==> config.mk <==
export PLATFORM = sky130hd
export DESIGN_NAME = sq_wave_sequencer_flat
export DESIGN_NICKNAME = d
export VERILOG_FILES = /design/src/rtl/sq_wave_sequencer_if.sv /design/src/rtl/sq_wave_sequencer.sv /design/src/flat_wrapper.sv
export SDC_FILE = /design/constraint.sdc
export NUM_CORES = 1
export LEC_CHECK = 0
export CAP_MARGIN = 30
export CORE_MARGIN = 4
export CORE_UTILIZATION = 45
export CTS_BUF_LIST = sky130_fd_sc_hd__clkbuf_4 sky130_fd_sc_hd__clkbuf_8 sky130_fd_sc_hd__clkbuf_16
export DETAILED_ROUTE_END_ITERATION = 10
export PLACE_DENSITY = 0.59
export SLEW_MARGIN = 20
export SYNTH_ARGS = -nofsm -noshare
export SYNTH_HDL_FRONTEND = slang
export SYNTH_SLANG_ARGS = --single-unit
==> constraint.sdc <==
create_clock -name clk -period 4.33 [get_ports clk]
set_clock_uncertainty 0.15 [all_clocks]
set_input_delay 0.433 -clock clk [delete_from_list [all_inputs] [get_ports clk]]
set_output_delay 0.433 -clock clk [all_outputs]
set_load 0.02 [all_outputs]
==> src/rtl/sq_wave_sequencer_if.sv <==
// Program/control/generator bundle for sq_wave_sequencer.
// The loop input exists only when SEQ_LOOP_EN is defined.
interface sq_wave_sequencer_if #(
  parameter int DEPTH    = 8,
  parameter int PERIOD_W = 16,
  parameter int DUR_W    = 16
);
  localparam int AW = $clog2(DEPTH);

  logic                prog_we;
  logic [AW-1:0]       prog_addr;
  logic [PERIOD_W-1:0] prog_period;
  logic [DUR_W-1:0]    prog_dur;
  logic                start;
  logic                stop;
`ifdef SEQ_LOOP_EN
  logic                loop;
`endif
  logic                next_sample;
  logic [PERIOD_W-1:0] period_out;
  logic                mute;
  logic [AW-1:0]       note_idx;
  logic                busy;
  logic                done;

  modport master (
    output prog_we, prog_addr, prog_period, prog_dur, start, stop,
`ifdef SEQ_LOOP_EN
    output loop,
`endif
    output next_sample,
    input  period_out, mute, note_idx, busy, done
  );

  modport slave (
    input  prog_we, prog_addr, prog_period, prog_dur, start, stop,
`ifdef SEQ_LOOP_EN
    input  loop,
`endif
    input  next_sample,
    output period_out, mute, note_idx, busy, done
  );
endinterface

==> src/rtl/sq_wave_sequencer.sv <==
// Note-table sequencer driving a square-wave generator's period, paced by next_sample.
// Optional wrap-around playback is enabled by defining SEQ_LOOP_EN.
module sq_wave_sequencer #(
  parameter int DEPTH    = 8,
  parameter int PERIOD_W = 16,
  parameter int DUR_W    = 16
) (
  input logic                clk,
  input logic                rst_n,
  sq_wave_sequencer_if.slave bus
);
  localparam int AW = $clog2(DEPTH);
  localparam logic [AW-1:0] LAST = AW'(DEPTH - 1);

  typedef enum logic [1:0] {IDLE, LOAD, PLAY, DONE} state_e;

  state_e              state_q, state_d;
  logic [AW-1:0]       idx_q, idx_d;
  logic [DUR_W-1:0]    cnt_q, cnt_d;
  logic [PERIOD_W-1:0] period_q, period_d;
  logic                mute_q, mute_d;
  logic [AW-1:0]       note_q, note_d;
  logic                busy_q, busy_d;
  logic                done_q, done_d;
  logic                ld_ph_q, ld_ph_d;
  logic                wrap;

  logic [PERIOD_W-1:0] tbl_period [DEPTH];
  logic [DUR_W-1:0]    tbl_dur    [DEPTH];
  logic [PERIOD_W-1:0] rd_period_q;
  logic [DUR_W-1:0]    rd_dur_q;
  logic                wr_en;

`ifdef SEQ_LOOP_EN
  assign wrap = bus.loop;
`else
  assign wrap = 1'b0;
`endif

  assign wr_en = bus.prog_we && (state_q == IDLE || state_q == DONE);

  // Table is deliberately unreset; the read port is registered every cycle.
  always_ff @(posedge clk) begin
    if (wr_en) begin
      tbl_period[bus.prog_addr] <= bus.prog_period;
      tbl_dur[bus.prog_addr]    <= bus.prog_dur;
    end
    rd_period_q <= tbl_period[idx_q];
    rd_dur_q    <= tbl_dur[idx_q];
  end

  always_comb begin
    state_d  = state_q;
    idx_d    = idx_q;
    cnt_d    = cnt_q;
    period_d = period_q;
    mute_d   = mute_q;
    note_d   = note_q;
    busy_d   = busy_q;
    done_d   = 1'b0;
    ld_ph_d  = 1'b0;
    if (bus.stop) begin
      state_d = IDLE;
      mute_d  = 1'b1;
      busy_d  = 1'b0;
    end else begin
      case (state_q)
        IDLE, DONE: begin
          if (bus.start) begin
            idx_d   = '0;
            state_d = LOAD;
            busy_d  = 1'b1;
          end
        end
        LOAD: begin
          // First LOAD cycle lets the read register catch up with the new idx.
          if (!ld_ph_q) begin
            ld_ph_d = 1'b1;
          end else if (rd_dur_q == '0) begin
            state_d = DONE;
            done_d  = 1'b1;
            busy_d  = 1'b0;
            mute_d  = 1'b1;
          end else begin
            period_d = rd_period_q;
            mute_d   = (rd_period_q == '0);
            cnt_d    = rd_dur_q;
            note_d   = idx_q;
            state_d  = PLAY;
          end
        end
        PLAY: begin
          if (bus.next_sample) begin
            cnt_d = cnt_q - DUR_W'(1);
            if (cnt_q == DUR_W'(1)) begin
              if (idx_q == LAST) begin
                if (wrap) begin
                  idx_d   = '0;
                  state_d = LOAD;
                end else begin
                  state_d = DONE;
                  done_d  = 1'b1;
                  busy_d  = 1'b0;
                  mute_d  = 1'b1;
                end
              end else begin
                idx_d   = idx_q + AW'(1);
                state_d = LOAD;
              end
            end
          end
        end
        default: state_d = IDLE;
      endcase
    end
  end

  always_ff @(posedge clk or negedge rst_n) begin
    if (!rst_n) begin
      state_q  <= IDLE;
      idx_q    <= '0;
      cnt_q    <= '0;
      period_q <= '0;
      mute_q   <= 1'b1;
      note_q   <= '0;
      busy_q   <= 1'b0;
      done_q   <= 1'b0;
      ld_ph_q  <= 1'b0;
    end else begin
      state_q  <= state_d;
      idx_q    <= idx_d;
      cnt_q    <= cnt_d;
      period_q <= period_d;
      mute_q   <= mute_d;
      note_q   <= note_d;
      busy_q   <= busy_d;
      done_q   <= done_d;
      ld_ph_q  <= ld_ph_d;
    end
  end

  assign bus.period_out = period_q;
  assign bus.mute       = mute_q;
  assign bus.note_idx   = note_q;
  assign bus.busy       = busy_q;
  assign bus.done       = done_q;
endmodule
==> src/flat_wrapper.sv <==
// flat-port wrapper written by rule: the top's interface ports become plain ports
module sq_wave_sequencer_flat 
#(
  parameter int DEPTH    = 8,
  parameter int PERIOD_W = 16,
  parameter int DUR_W    = 16
)
  (clk, rst_n, bus_prog_we, bus_prog_addr, bus_prog_period, bus_prog_dur, bus_start, bus_stop, bus_next_sample, bus_period_out, bus_mute, bus_note_idx, bus_busy, bus_done);
  sq_wave_sequencer_if #(.DEPTH(DEPTH), .PERIOD_W(PERIOD_W), .DUR_W(DUR_W)) bus_i ();
  input logic clk;
  input logic rst_n;
  input wire logic [$bits(bus_i.prog_we)-1:0] bus_prog_we;
  input wire logic [$bits(bus_i.prog_addr)-1:0] bus_prog_addr;
  input wire logic [$bits(bus_i.prog_period)-1:0] bus_prog_period;
  input wire logic [$bits(bus_i.prog_dur)-1:0] bus_prog_dur;
  input wire logic [$bits(bus_i.start)-1:0] bus_start;
  input wire logic [$bits(bus_i.stop)-1:0] bus_stop;
  input wire logic [$bits(bus_i.next_sample)-1:0] bus_next_sample;
  output wire logic [$bits(bus_i.period_out)-1:0] bus_period_out;
  output wire logic [$bits(bus_i.mute)-1:0] bus_mute;
  output wire logic [$bits(bus_i.note_idx)-1:0] bus_note_idx;
  output wire logic [$bits(bus_i.busy)-1:0] bus_busy;
  output wire logic [$bits(bus_i.done)-1:0] bus_done;
  assign bus_i.prog_we = bus_prog_we;
  assign bus_i.prog_addr = bus_prog_addr;
  assign bus_i.prog_period = bus_prog_period;
  assign bus_i.prog_dur = bus_prog_dur;
  assign bus_i.start = bus_start;
  assign bus_i.stop = bus_stop;
  assign bus_i.next_sample = bus_next_sample;
  assign bus_period_out = bus_i.period_out;
  assign bus_mute = bus_i.mute;
  assign bus_note_idx = bus_i.note_idx;
  assign bus_busy = bus_i.busy;
  assign bus_done = bus_i.done;
  sq_wave_sequencer #(.DEPTH(DEPTH), .PERIOD_W(PERIOD_W), .DUR_W(DUR_W)) u_core (.clk(clk), .rst_n(rst_n), .bus(bus_i));
endmodule
==> reports/results.ini, run 1 <==
[logic_synthesis]
post-synth-top-area-fraction_pct=60.8
syn-mean-instance-area_um2=19.2
yosys.area.top_type=sky130_fd_sc_hd__edfxtp_1
ys_dominant_reg_cell=sky130_fd_sc_hd__edfxtp_1
netlist_instances=660
synth_enable_flop_cells=256
ys_top_cells_by_count=256 x sky130_fd_sc_hd__edfxtp_1, 64 x sky130_fd_sc_hd__mux4_2, 52 x sky130_fd_sc_hd__mux2_2, 43 x sky130_fd_sc_hd__dfrtp_1, 32 x sky130_fd_sc_hd__dfxtp_1
net_count_of_the_mapped_netlist=707
synth-warning-count=0
post-synth-top-count-cell=sky130_fd_sc_hd__edfxtp_1
synth_seq_area_share_pct=74.6
ff_latch_count_synth=332
cells_taking_the_most_area_after_synthesis=sky130_fd_sc_hd__edfxtp_1 61%, sky130_fd_sc_hd__mux4_2 11%, sky130_fd_sc_hd__dfrtp_1 8.5%
synthArstFlopShare_pct=13.3
synth.distinct_cells=46
synth_area_um2=12600

[timing]
timing.final.hold_violations=0
tightest_pin_transition_ns=0.952
slew_viol_final=0
slew_headroom_pct=36.5
final-setup-viol-count=0
whs_ns=0.269
fmax_mhz=360
timing.final.crit_share_pct=64.1
final.setup.tns_ns=0
period_minus_slack_ns=2.78
rsz_0062_raised_after_global_routing=false

[final_layout]
final_net_count=793
final.fill_count=2205
area_growth_syn_to_layout_pct=18.5
postLayoutCoreUtil_pct=53.9
antennaDiodeCount=0
proportion_of_layout_cells_with_a_drive_suffix_above_1_pct=27.3

[floorplanning]
die_x_um=176
floorplan.die.height_um=176
core_area_um2=27800
io_pins=63
core.rowCount=61
die_footprint_um2=30800
floorplan.initialDensity_pct=45.5

[cts]
ctsHoldBuffers=1
htree_levels=2
cts_num_sinks=332
cts.repair.resized=0
cts.path.max_buffers=3
clk_latency_ns=0.50
cts_post_setup_buffers_inserted=0
tritoncts=yes
clockRootBuffer=sky130_fd_sc_hd__clkbuf_16
tritoncts.num_buffers=35
path_clk_slew_ns=0.06

[global_routing]
initial_antenna_violation_count=2
pin_count_of_the_biggest_net_entering_global_routing=39
groute.usage.overall_pct=16.9
gr-total-overflow=0
grt_pass1_vias=6766
grt_pass1_wl_um=40000

[detailed_routing]
top_signal_layer_used=met5
met3_wirelength_um=1170
routed_wl_um=25500
post_drt_via_cell_ratio=5.49
drc_errors=0
met2_routed_wl_um=12700
met1Wirelength_um=11000
dr.first_iter.drc_count=365
route.detailed.wl_per_inst_um=22.1
routed-via-count=6308
drtPass1Iterations=5
postRouteAntennaNets=0

[worst_setup_path]
setup.worst_path.end_class=flop
timing.reg2reg.setup_slack_ns=1.55
crit_fanout=38
crit_path_start_kind=flop
crit_arrival_ns=3.07
criticalPathCategory=reg -> reg
required_ns=4.62

[power]
vdd_ir_drop_max_uv=218
power-per-cell-area_nw_per_um2=513
p_leak_nw=4.98

[place]
place_hpwl_um=14300
globalplace.congestion=0.785
io_port_bufs=62

[outcome]
run_status=completed

[job]
cap_violations=0

[hold_path]
hold_path_class=in -> async

## layout by cell type, fill, tap and decap left out, types with 3 or more instances in the layout
master / synthesis / final
sky130_fd_sc_hd__edfxtp_1: 256 / 256
sky130_fd_sc_hd__mux4_2: 64 / 64
sky130_fd_sc_hd__clkdlybuf4s50_1: 0 / 61
sky130_fd_sc_hd__mux2_2: 52 / 52
sky130_fd_sc_hd__dfrtp_1: 43 / 41
sky130_fd_sc_hd__clkbuf_16: 0 / 37
sky130_fd_sc_hd__dfxtp_1: 32 / 32
sky130_fd_sc_hd__nor2_1: 25 / 23
sky130_fd_sc_hd__nand2_1: 17 / 17
sky130_fd_sc_hd__a21oi_1: 15 / 15
sky130_fd_sc_hd__inv_1: 14 / 14
sky130_fd_sc_hd__o21ai_0: 13 / 13
sky130_fd_sc_hd__clkinv_2: 0 / 13
sky130_fd_sc_hd__buf_4: 0 / 12
sky130_fd_sc_hd__nor4_1: 10 / 10
sky130_fd_sc_hd__a31oi_1: 9 / 9
sky130_fd_sc_hd__nand3_1: 8 / 8
sky130_fd_sc_hd__nor3_1: 13 / 7
sky130_fd_sc_hd__o22a_1: 7 / 7
sky130_fd_sc_hd__nor3_2: 0 / 6
sky130_fd_sc_hd__ha_1: 6 / 6
sky130_fd_sc_hd__clkbuf_4: 0 / 5
sky130_fd_sc_hd__and2_1: 4 / 4
sky130_fd_sc_hd__nand2b_1: 3 / 3
sky130_fd_sc_hd__or4_1: 3 / 3
sky130_fd_sc_hd__a2bb2oi_1: 3 / 3
sky130_fd_sc_hd__a21boi_0: 3 / 3
sky130_fd_sc_hd__clkbuf_8: 0 / 3
## cell families after synthesis
kind of cell / Yosys count / share of synthesized area [%]
flip-flops: 332 / 74.6
multiplexers: 117 / 16.1
AND/OR/NAND/NOR: 94 / 3.78
AO/OA/AOI/OAI: 66 / 3.54
buffers and inverters: 45 / 1.37
adder cells (fa/ha/maj): 6 / 0.594
## registers in the layout, summed over array words and instances (netlist names), 2 cells and up
| register | count |
|---|---|
| u_core.cnt_q | 16 |
| u_core.rd_dur_q | 16 |
| u_core.bus.period_out | 16 |
| u_core.idx_q | 3 |
| u_core.tbl_period | 128 |
| u_core.state_q | 2 |
| u_core.rd_period_q | 16 |
| u_core.bus.note_idx | 3 |
| u_core.tbl_dur | 128 |
## layer usage
metal | GRT usage, % | vias up
met3 | 3.36 | 38
li1 | - | 2827
met2 | 28.5 | 157
met1 | 22.7 | 3282
met5 | 0 | -
met4 | 4.42 | 4
## final cells by class
type	count	area, µm²	area share, %
clock buffers	45	1000	6.71
inverters	15	56.3	0.376
clock inverters	18	150	1.00
flip-flops and latches	332	9440	63.0
repair buffers	79	771	5.15
multi-input cells	283	3090	20.6
well taps	378	473	3.16
## through the flow
step	std cells	setup WS (ns)	power (W)	instance area [µm²]
after floorplan	660	0.594	0.00440	12600
final	1150	1.55	0.00769	15000
after global routing	1150	1.32	0.00802	15000
after global placement	1083	1.67	0.00477	13800
after CTS	1149	1.59	0.00778	15000
after detailed placement	1085	1.61	0.00482	13800
## worst max-delay path: stages (launching register included)
cell and delay, ns:
sky130_fd_sc_hd__dfrtp_1 0.40, sky130_fd_sc_hd__inv_1 0.06, sky130_fd_sc_hd__ha_1 0.14, sky130_fd_sc_hd__buf_4 0.34
sky130_fd_sc_hd__nand2_1 0.14, sky130_fd_sc_hd__a221oi_1 0.39, sky130_fd_sc_hd__o21ai_2 0.27, sky130_fd_sc_hd__buf_6 0.24
sky130_fd_sc_hd__or4_1 0.48, sky130_fd_sc_hd__nand3_1 0.10
## path summary, 6_finish.rpt
| kind | startpoint | endpoint | cells past startpoint |
|---|---|---|---|
| setup / recovery | u_core.state_q[0] | u_core.cnt_q[15] | 9 |
| hold / removal | rst_n | u_core.cnt_q[3] | 2 |
| setup reg to reg | u_core.state_q[0] | u_core.cnt_q[15] | 9 |
| hold reg to reg | u_core.rd_period_q[9] | u_core.bus.period_out[9] | 1 |
| max in group asynchronous | rst_n | u_core.bus.mute | 3 |
| min in group clk | u_core.rd_period_q[9] | u_core.bus.period_out[9] | 1 |
## power by group
group | total (W) | internal (W) | switching, W
combinational | 0.000886 | 0.000404 | 0.000482
sequential | 0.00387 | 0.00371 | 0.000164
clock | 0.00293 | 0.00177 | 0.00117
total | 0.00769 | 0.00588 | 0.00181
Power figures use the tool's default switching activity.
==> run 2: changes to the inputs <==
==> constraint.sdc (replaced) <==
create_clock -name clk -period 2.6 [get_ports clk]
set_clock_uncertainty 0.15 [all_clocks]
set_input_delay 0.26 -clock clk [delete_from_list [all_inputs] [get_ports clk]]
set_output_delay 0.26 -clock clk [all_outputs]
set_load 0.02 [all_outputs]
==> run 2 against run 1 <==
Against the previous run: flip-flop and latch count unchanged; maximum frequency up 9.5%; critical path depth down 4; critical path type unchanged; worst hold slack got worse by 0.087 ns; clock power rose by 58%; final area is 1.1% higher; non-clock buffer count rose by 9; via count about the same; sequential share of layout area fell by 0.69 points; setup slack worse by 1.5 ns; highest routed layer unchanged.
==> reports/results.ini, run 2 (synthesized netlist as in run 1, its figures left out) <==
[final_layout]
mostFrequentLayoutCell=sky130_fd_sc_hd__edfxtp_1
final.fill_count=2142  ; -2.9%
proportion_of_layout_cells_with_a_drive_suffix_above_1_pct=27.9  ; +0.52 points
final_area_um2=15100  ; +1.1%
area_growth_syn_to_layout_pct=19.8
mostFrequentLayoutCells=256 x sky130_fd_sc_hd__edfxtp_1, 64 x sky130_fd_sc_hd__mux4_2, 61 x sky130_fd_sc_hd__clkdlybuf4s50_1
layout_top_registers=u_core.tbl_dur (128), u_core.tbl_period (128)
antennaDiodeCount=0  ; unchanged
final_net_count=801  ; +1.0%
postLayoutCoreUtil_pct=54.5  ; +0.59 points

[worst_setup_path]
crit_path_start_kind=flop
crit_fanout=5  ; -87%
crit_arrival_ns=2.76  ; -0.31 ns
setup.worst_path.end_class=flop
criticalPathCategory=reg -> reg
required_ns=2.82  ; -1.80 ns

[timing]
rsz_0062_raised_after_global_routing=false
slew_viol_final=0  ; unchanged
timing.final.hold_violations=0  ; unchanged
tightest_pin_transition_ns=0.728  ; -0.224 ns
slew_headroom_pct=51.0  ; +14 points
final-setup-viol-count=0  ; unchanged
fmax_mhz=394  ; +9.5%
timing.final.crit_share_pct=97.6  ; +33 points
period_minus_slack_ns=2.54  ; -0.240 ns
final.setup.tns_ns=0  ; unchanged

[cts]
tritoncts=yes
cts.path.max_buffers=3  ; unchanged
path_clk_slew_ns=0.06  ; about the same
htree_levels=2  ; unchanged
tritoncts.num_buffers=34  ; -2.9%
cts_num_sinks=332  ; unchanged
clockRootBuffer=sky130_fd_sc_hd__clkbuf_16
clk_latency_ns=0.50  ; about the same

[global_routing]
gr-total-overflow=0  ; unchanged
pin_count_of_the_biggest_net_entering_global_routing=40  ; +2.6%
grt_pass1_wl_um=39400  ; -1.5%
groute.usage.overall_pct=16.7  ; -0.21 points
grt_pass1_vias=6646  ; -1.8%
initial_antenna_violation_count=2  ; unchanged

[floorplanning]
io_pins=63  ; unchanged
core_area_um2=27800  ; unchanged
die_footprint_um2=30800  ; unchanged
die_x_um=176  ; unchanged
floorplan.initialDensity_pct=45.5  ; unchanged
floorplan.die.height_um=176  ; unchanged
core.rowCount=61  ; unchanged

[detailed_routing]
routed_wl_um=25100  ; -1.5%
route.detailed.wl_per_inst_um=21.7  ; -2.1%
drc_errors=0  ; unchanged
routed-via-count=6305  ; -0.048%
dr.first_iter.drc_count=545  ; +49%
drtPass1Iterations=4  ; -1
postRouteAntennaNets=0  ; unchanged
post_drt_via_cell_ratio=5.45  ; -0.65%

[power]
vdd_ir_drop_max_uv=352  ; +62%
power-per-cell-area_nw_per_um2=831  ; +62%
p_leak_nw=5.04  ; +1.2%
total_power_w=0.0126  ; +64%

[outcome]
run_status=completed

[place]
io_port_bufs=62  ; unchanged
globalplace.congestion=0.833  ; +6.1%
place_hpwl_um=14400  ; +0.63%
placed_area_um2=14000  ; +1.6%

[job]
cap_violations=0  ; unchanged

[hold_path]
hold_path_class=in -> async

==> run 2: changes by cell type in the layout (fill, tap and decap cells not counted), sizes merged <==
| cell | delta |
|---|---|
| bufinv | -2 |
| buf | +10 |
| inv | +1 |
| clkinv | -11 |
| clkbuf | +9 |
==> run 2: path summary, 6_finish.rpt <==
path	from	endpoint	slack (ns)	depth (start not counted)
setup / recovery	u_core.cnt_q[4]	u_core.state_q[1]	0.06	5
hold / removal	rst_n	u_core.bus.done	0.18	2
setup reg to reg	u_core.cnt_q[4]	u_core.state_q[1]	0.06	5
hold reg to reg	u_core.rd_period_q[5]	u_core.bus.period_out[5]	0.35	1
max in group asynchronous	rst_n	u_core.bus.note_idx[2]	1.49	3
min in group clk	bus_prog_period[10]	u_core.tbl_period[2][10]	0.34	1
==> run 2: critical path, cell delays in order, from the launching register on <==
cell and delay [ns]:
sky130_fd_sc_hd__dfrtp_1 0.43, sky130_fd_sc_hd__or4_4 0.55, sky130_fd_sc_hd__or4_4 0.60, sky130_fd_sc_hd__a31oi_4 0.25, sky130_fd_sc_hd__a21bo_1 0.24, sky130_fd_sc_hd__a32o_1 0.20
==> run 2: stage by stage <==
step | worst slack, ns | hold slack, ns | std cells
after detailed placement | 0.0517 | 0.170 | 1095
final | 0.0624 | 0.182 | 1157
after global routing | 0.0135 | 0.238 | 1157
after floorplan | -0.225 | -0.186 | 660
after global placement | 0.138 | 0.141 | 1095
after CTS | 0.0460 | 0.200 | 1157
==> run 2: cell type report <==
type / instances / area (µm²) / area share, %
clock buffer: 55 / 1060 / 7.02
clock inverter: 6 / 32.5 / 0.215
inverter: 15 / 56.3 / 0.372
multi-input combinational: 283 / 3130 / 20.7
sequential: 332 / 9440 / 62.3
tap: 378 / 473 / 3.12
timing repair buffer: 88 / 951 / 6.28
==> run 2: repair_timing <==
item                                    in CTS  in global routing
gates resized for setup                      0                  1
hold endpoints to repair                    23                  0
hold buffers                                 1                  0
endpoints found under the setup margin       0                  3
setup buffers                                0                  0
==> run 2: power breakdown <==
part	total [W]	switching, W	internal (W)
Clock	0.00462	0.00182	0.00280
Combinational	0.00153	0.000822	0.000706
Sequential	0.00644	0.000264	0.00617
Total	0.0126	0.00290	0.00968
==> run 2: layer usage <==
metal	wire length, µm	vias up	global-route usage, %
met1	11100	3247	23.2
met3	1140	47	3.14
met2	12300	157	27.4
li1	-	2850	-
met5	29	-	0
met4	556	4	4.45
